$ cat config.mk
export PLATFORM = sky130hd
export DESIGN_NAME = icache_axi_bridge
export DESIGN_NICKNAME = d
export VERILOG_FILES = /design/src/rtl/icache_axi_bridge.sv
export SDC_FILE = /design/constraint.sdc
export NUM_CORES = 1
export LEC_CHECK = 0
export ABC_AREA = 1
export CAP_MARGIN = 40
export CORE_UTILIZATION = 40
export DETAILED_ROUTE_END_ITERATION = 8
export GPL_TIMING_DRIVEN = 0
export MAX_ROUTING_LAYER = met4
export PLACE_DENSITY_LB_ADDON = 0.3
export SETUP_SLACK_MARGIN = 0.05
export SLEW_MARGIN = 20
export SYNTH_ARGS = -nofsm -noshare
export SYNTH_HDL_FRONTEND = slang
export SYNTH_SLANG_ARGS = --single-unit
export TNS_END_PERCENT = 50
$ cat constraint.sdc
create_clock -name clk -period 2.5 [get_ports clk]
set_input_delay 0.5 -clock clk [delete_from_list [all_inputs] [get_ports clk]]
set_output_delay 0.5 -clock clk [all_outputs]
set_load 0.05 [all_outputs]
$ cat src/rtl/icache_axi_bridge.sv
// Bridges icache line-read misses onto a single 8-beat AXI INCR read burst.
// Optional last-line buffer (tag + valid hit path) enabled by ICACHE_LINE_BUFFER_EN.
module icache_axi_bridge #(
    parameter logic [3:0]  AXI_ID     = 4'h0,
    parameter int unsigned LINE_WORDS = 8
) (
    input  logic                      clk,
    input  logic                      reset,
    input  logic                      rd_req,
    input  logic [31:0]               rd_addr,
    output logic                      ret_valid,
    output logic [LINE_WORDS*32-1:0]  ret_data,
    output logic [3:0]                arid,
    output logic [31:0]               araddr,
    output logic [7:0]                arlen,
    output logic [2:0]                arsize,
    output logic [1:0]                arburst,
    output logic                      arvalid,
    input  logic                      arready,
    input  logic [3:0]                rid,
    input  logic [31:0]               rdata,
    input  logic [1:0]                rresp,
    input  logic                      rlast,
    input  logic                      rvalid,
    output logic                      rready
);

    localparam int unsigned LINE_BITS = LINE_WORDS * 32;
    localparam logic [2:0]  LAST_BEAT = 3'(LINE_WORDS - 1);

    typedef enum logic [2:0] {
        S_IDLE,
        S_AR,
        S_R,
        S_RESP,
        S_DRAIN
    } state_e;

    state_e                 state_q, state_d;
    logic [26:0]            addr_q, addr_d;
    logic [2:0]             cnt_q, cnt_d;
    logic                   wd_q, wd_d;
    logic                   arvalid_q, arvalid_d;
    logic                   rready_q, rready_d;
    logic                   ret_valid_q, ret_valid_d;
    logic [LINE_BITS-1:0]   data_q, data_d;
    logic                   beat_c;
    logic                   hit_c;
`ifdef ICACHE_LINE_BUFFER_EN
    logic [26:0]            tag_q, tag_d;
    logic                   tag_valid_q, tag_valid_d;
`endif

    // Burst-end sideband and the line offset bits carry no information here.
    logic unused_c;
    assign unused_c = ^{rid, rresp, rlast, rd_addr[4:0]};

    assign beat_c = rvalid & rready_q;

`ifdef ICACHE_LINE_BUFFER_EN
    assign hit_c = tag_valid_q && (tag_q == rd_addr[31:5]);
`else
    assign hit_c = 1'b0;
`endif

    always_comb begin
        state_d     = state_q;
        addr_d      = addr_q;
        cnt_d       = cnt_q;
        wd_d        = wd_q;
        data_d      = data_q;
`ifdef ICACHE_LINE_BUFFER_EN
        tag_d       = tag_q;
        tag_valid_d = tag_valid_q;
`endif
        case (state_q)
            S_IDLE: begin
                cnt_d = 3'd0;
                wd_d  = 1'b0;
                if (rd_req) begin
                    addr_d  = rd_addr[31:5];
                    state_d = hit_c ? S_RESP : S_AR;
                end
            end
            S_AR: begin
                // A withdrawal seen while AR waits is remembered until arready.
                if (!rd_req) wd_d = 1'b1;
                if (arready) begin
                    cnt_d   = 3'd0;
                    state_d = (wd_q || !rd_req) ? S_DRAIN : S_R;
                end
            end
            S_R, S_DRAIN: begin
                if (beat_c) begin
                    data_d[{cnt_q, 5'b0} +: 32] = rdata;
                    cnt_d = cnt_q + 3'd1;
                end
                if (beat_c && (cnt_q == LAST_BEAT)) begin
                    state_d = ((state_q == S_R) && rd_req) ? S_RESP : S_IDLE;
`ifdef ICACHE_LINE_BUFFER_EN
                    tag_d       = addr_q;
                    tag_valid_d = 1'b1;
`endif
                end else if ((state_q == S_R) && !rd_req) begin
                    state_d = S_DRAIN;
                end
            end
            S_RESP: begin
                state_d = S_IDLE;
            end
            default: begin
                state_d = S_IDLE;
            end
        endcase

        arvalid_d   = (state_d == S_AR);
        rready_d    = (state_d == S_R) || (state_d == S_DRAIN);
        ret_valid_d = (state_d == S_RESP);
    end

    always_ff @(posedge clk) begin
        if (reset) begin
            state_q     <= S_IDLE;
            addr_q      <= '0;
            cnt_q       <= '0;
            wd_q        <= 1'b0;
            arvalid_q   <= 1'b0;
            rready_q    <= 1'b0;
            ret_valid_q <= 1'b0;
            data_q      <= '0;
`ifdef ICACHE_LINE_BUFFER_EN
            tag_q       <= '0;
            tag_valid_q <= 1'b0;
`endif
        end else begin
            state_q     <= state_d;
            addr_q      <= addr_d;
            cnt_q       <= cnt_d;
            wd_q        <= wd_d;
            arvalid_q   <= arvalid_d;
            rready_q    <= rready_d;
            ret_valid_q <= ret_valid_d;
            data_q      <= data_d;
`ifdef ICACHE_LINE_BUFFER_EN
            tag_q       <= tag_d;
            tag_valid_q <= tag_valid_d;
`endif
        end
    end

    assign arid      = AXI_ID;
    assign araddr    = {addr_q, 5'b0};
    assign arlen     = 8'(LINE_WORDS - 1);
    assign arsize    = 3'b010;
    assign arburst   = 2'b01;
    assign arvalid   = arvalid_q;
    assign rready    = rready_q;
    assign ret_valid = ret_valid_q;
    assign ret_data  = data_q;

endmodule
# --- Yosys cells after proc, flatten, opt, wreduce, memory -nomap -nowiden ---
# Cells that the tools add are included.
# W data, S select, Z words.
classes:
  n_reduce_logical: 14
  n_addsub: 2
  eq_ne: 11
  bitwise: 1
  n_shift: 2
  mux: 13
op_table:
  columns: ["operator", "n"]
  rows:
  - ["$bwmux W256", 1]
  - ["$shift A32 B10 Y256 const A", 1]
  - ["$shiftx A32 B10 Y256", 1]
  - ["$mux W3", 7]
  - ["$pmux W3 S3", 2]
  - ["$neg A8 Y10", 1]
  - ["$eq A3 B2 Y1 const B", 3]
  - ["$eq A3 B3 Y1 const B", 3]
  - ["$eq A3 B1 Y1 const B", 2]
  - ["$ne A2 B2 Y1 const B", 3]
  - ["$reduce_and A2 Y1", 3]
  - ["$add A3 B1 Y3 const B", 1]
  - ["$logic_and A1 B1 Y1", 3]
  - ["$logic_not A3 Y1", 1]
  - ["$reduce_and A3 Y1", 1]
  - ["$reduce_bool A3 Y1", 1]
  - ["$logic_or A1 B1 Y1", 2]
  - ["$mux W2", 1]
  - ["$pmux W1 S2", 1]
  - ["$reduce_bool A2 Y1", 1]
  - ["$reduce_or A2 Y1", 1]
  - ["$and A1 B1 Y1", 1]
  - ["$logic_not A1 Y1", 1]
  - ["$mux W1", 1]
totals:
  regBits: 293
  inputBits: 76
  out_inout_bits: 308
  wordCells: 51

# --- Logic depth before layout (Yosys ltp) ---
logic_depth:
  ltp_word: 7
  mapped_depth: 14

# --- Worst setup path after synthesis ---
# Ideal clock, no wire load.
synth_timing:
  path_kind: "reg-to-reg"
  startpoint: "register cnt_q[0]"
  endpoint: "register data_q[169] (netlist: ret_data[169])"
  path_slack_ps: 209
  synth_period_minus_slack_ps: 2291
  t_arrival_ps: 2178
  t_required_ps: 2387
  stages_incl_launch_ff: 13
  path_buffers: 3
  cell_sequence: "dfxtp_1 -> buf_4 -> inv_4 -> clkbuf_1 -> ha_1 -> ha_1 -> inv_1 -> nand2_1 -> nor2_2 -> buf_2 -> nand3_1 -> nand2_1 -> nor2_1"
synth_between:
  elab_chain_cells: 3
  elab_cells_between_ends: 4
  cone_classes: "add/sub: 1; shift: 2; mux: 1"
synth_rtl:
  columns: ["item", "line", "source"]
  rows:
  - ["start, declared", "41", "logic [2:0] cnt_q, cnt_d;"]
  - ["start signal, assigned", "138", "cnt_q <= cnt_d;"]
  - ["$neg A8 Y10 (*)", "95", "data_d[{cnt_q, 5'b0} +: 32] = rdata;"]
  - ["$shiftx A32 B10 Y256 / $shift A32 B10 Y256 (equally long branches)", "95", null]
  - ["$bwmux W256 (*)", "95", null]
  - ["end signal, assigned", "143", "data_q <= data_d;"]
  - ["end, declared", "46", "logic [LINE_BITS-1:0] data_q, data_d;"]
# Mark *: on every way between the ends. The rest lies on a longest branch, timed or not.
# A chain may end at the register's enable or synchronous reset.

# --- Final worst setup path ---
layout_timing:
  startpoint: "register cnt_q[0]"
  endpoint: "register data_q[119] (netlist: ret_data[119])"
# The elaborated chain is that of the path after synthesis.

==> impl_metrics.tcl <==
set metrics [dict create \
    worst_pin_slew_ns 0.886 \
    p_int_mw 7.75 \
    crit_chain "buf_6, inv_6, buf_8, ha_1, ha_2, clkbuf_4, buf_2, nor4_1, clkdlybuf4s18_2, nor2_1, nor2_1" \
    numClockSinks 293 \
    power_density_mw_per_mm2 552 \
    use_met1_pct 36.2 \
    p_leak_nw 8.32 \
    post-route-period-util_pct 95.1 \
    cp-end-kind "flip-flop" \
    crit_top_cell "nor2_1" \
    ant_nets 0 \
    place_ws_ns -0.624 \
    cts_buffers 31 \
    slowest_stage "dfxtp_2" \
    routed_wl_mm 49.1 \
    slowest_delay_ns 0.35 \
    ys_top_cells_by_area "dfxtp_1 45%, nor2_1 17%, nand2_1 11%, nand3_1 7.3%, inv_1 3.8%" \
    finalHoldViolations 0 \
    ys_ff_latch 293 \
    dr.first_iter.drc_count 1122 \
    grt.total_usage_pct 29.4 \
    viasPerCell 4.98 \
    io_buffer_count 348 \
    gr-usage-met3_pct 6.93 \
    grt_pass1_vias 13000 \
    antenna_found_initial 1 \
    clkTransAtPathRegs_ns 0.06 \
    initial_core_util_pct 41.0 \
    ir_drop_mv 0.527 \
    p_sw_mw 2.49 \
    die_x_um 183 \
    grt_max_degree 15 \
    area_delta_synth_final_pct 41.9 \
    post-route-worst-setup-slack_ns 0.123 \
    setup_viol 0 \
    rsz0062_at_grt "true" \
    post-route-min-period_ns 2.38 \
    clock.fmax_ghz 0.421 \
    status "finished, final reports clean" \
    maxSlewViolCount 0 \
    dr.pass1.iters 5 \
    hp-class "input pin to flip-flop" \
    postSynthCellCount 1918 \
    path_max_fanout 11 \
    gp_congestion 0.973 \
    htree_levels 1 \
    fin_nets 2415 \
    num_rows 65 \
    yosys_warnings 0 \
    grt_use_met2_pct 46.7 \
    crit_arrival_ns 2.88 \
    final_cells 2790 \
    clockRootBuffer "clkbuf_16" \
    fin_skew_ns 0.0174 \
    insertion_delay_ns 0.56 \
    dp.cells 2725 \
    crit_type "flip-flop to flip-flop" \
    p_sw_share_pct 24.3 \
    sequentialPowerShare_pct 46.3 \
    cts_tree "built" \
    hpwl_mm 37.3 \
    clockPowerShare_pct 45.7 \
    yosysTopAreaCell "dfxtp_1" \
    vias 13900 \
    comb_power_share_pct 8.0 \
    syn-cell-area_mm2 0.0131 \
    max-slew-margin-rel_pct 40.9 \
    synthDistinctLibCells 33 \
    seq_area_frac_synth_pct 44.9 \
    post_synth.cell_area_avg_um2 6.82 \
    postCtsHoldBufs 0 \
    grt.busiest_layer "met2" \
    max_cap_viol_count 0 \
    grt_pass1_wl_mm 73.5 \
    dieArea_mm2 0.0334 \
    cp.required_ns 3.00 \
    coreArea_mm2 0.0319 \
    io_pins 384 \
    routedWlPerCell_um 17.6 \
    drc_errors 0 \
    drive_gt1_share_pct 9.13 \
    cts_buffer_depth 3 \
    synth_top_area_share_pct 44.9 \
    startpoint_type "flip-flop" \
    grt_overflow 0 \
    die_y_um 183 \
]
## sequential cells by signal (all words and copies together), names as in the netlist
name,flops
cnt_q,3
ret_valid,1
arvalid,1
wd_q,1
state_q,3
rready,1
ret_data,256
addr_q,27
## path summary, 6_finish.rpt
kind	cells after the start	slack (ns)	to	from
max reg2reg	11	0.12	ret_data[119]$_SDFFE_PP0P_	cnt_q[0]$_SDFFE_PP0P_
min reg2reg	2	0.47	ret_data[73]$_SDFFE_PP0P_	ret_data[73]$_SDFFE_PP0P_
max	11	0.12	ret_data[119]$_SDFFE_PP0P_	cnt_q[0]$_SDFFE_PP0P_
min	2	0.31	arvalid$_SDFF_PP0_	reset
## through the flow
step                TNS [ns]  util, %  area (um^2)  hold WS [ns]  power [mW]
finish                     0     58.2        18500         0.314        10.2
global route               0     58.2        18500         0.339        10.6
CTS                        0     57.6        18400         0.308        10.3
detailed placement   -108.95     54.0        17200         0.458        5.65
global placement     -102.40     53.9        17200         0.452        5.64
floorplan                  0        -        13100         0.480        5.31
## layout make-up
class                      instances  area (um^2)
fill                            3030        13300
antenna                            1         2.50
tap                              435          544
buffer                           160         1070
clock inverter                    10          130
timing repair buffer             362         3610
clock buffer                      44          895
multi-input combinational       1341         5870
inverter                         144          558
sequential                       293         5870
## layout by cell type (no fill, tap or decap), types with 4 or more instances in the layout
| master | netlist | final |
|---|---|---|
| nand2_1 | 370 | 370 |
| buf_2 | 29 | 20 |
| nor2_4 | 1 | 7 |
| a21oi_1 | 7 | 7 |
| buf_4 | 32 | 44 |
| dfxtp_1 | 293 | 292 |
| nand4_1 | 72 | 72 |
| nor3_2 | 0 | 4 |
| nand2_4 | 5 | 6 |
| clkdlybuf4s50_1 | 0 | 348 |
| nand3_1 | 190 | 190 |
| clkbuf_4 | 0 | 4 |
| clkbuf_16 | 0 | 31 |
| clkbuf_8 | 0 | 7 |
| conb_1 | 2 | 22 |
| nor3_1 | 17 | 12 |
| buf_1 | 7 | 4 |
| ha_1 | 6 | 5 |
| nor4_2 | 0 | 6 |
| buf_6 | 25 | 30 |
| nor2_1 | 583 | 582 |
| inv_2 | 5 | 5 |
| clkbuf_2 | 0 | 18 |
| nand3b_1 | 16 | 16 |
| clkbuf_1 | 64 | 52 |
| clkinv_2 | 3 | 7 |
| inv_1 | 132 | 131 |
| o21ai_0 | 29 | 29 |
## kinds of logic after synthesis
logic type | synth area share (%)
simple gates | 41.3
compound gates | 1.42
other cells | 0.0574
fa+ha+maj | 0.574
flops | 44.9
buf+inv | 11.8
## critical path, delay by kind of cell (launching register included)
family                     cells  cell delay [ns]
DFF                            1             0.35
buffers and inverters          6             1.08
adders and majority gates      2             0.36
and+or+nand+nor                3             0.51
## Yosys cell counts
library cell	number
nor2_1	583
nand2_1	370
dfxtp_1	293
nand3_1	190
inv_1	132
nand4_1	72
clkbuf_1	64
buf_4	32
buf_2	29
o21ai_0	29
buf_6	25
nor3_1	17
nand3b_1	16
nor4_1	8
a21oi_1	7
buf_1	7
ha_1	6
nor2_2	6
inv_2	5
nand2_4	5
clkinv_2	3
nand2_2	3
and2_1	2
buf_12	2
clkinv_1	2
conb_1	2
inv_4	2
and2_0	1
buf_8	1
nand3_2	1
nor2_4	1
nor3_4	1
o21ai_1	1
## routing by layer
layer | wire length (um) | vias to the layer above
li1 | - | 6765
met3 | 4480 | 122
met2 | 22200 | 625
met5 | 0 | -
met4 | 2000 | 0
met1 | 20400 | 6373
## power groups by stage
stage	logic (mW)	registers [mW]	clock network [mW]
floorplan	0.319	4.99	0
global placement	0.802	4.84	0
detailed placement	0.806	4.84	0
CTS	0.811	4.74	4.76
global route	0.869	4.74	4.95
finish	0.824	4.74	4.68
## repair_timing
| action | 4_1_cts | 5_1_grt |
|---|---|---|
| endpoints found under the setup margin | 257 | 226 |
| resized for setup | 36 | 41 |
| pin swaps | 2 | 6 |
| setup buffers | 4 | 6 |
(Power assumes the default switching activity.)
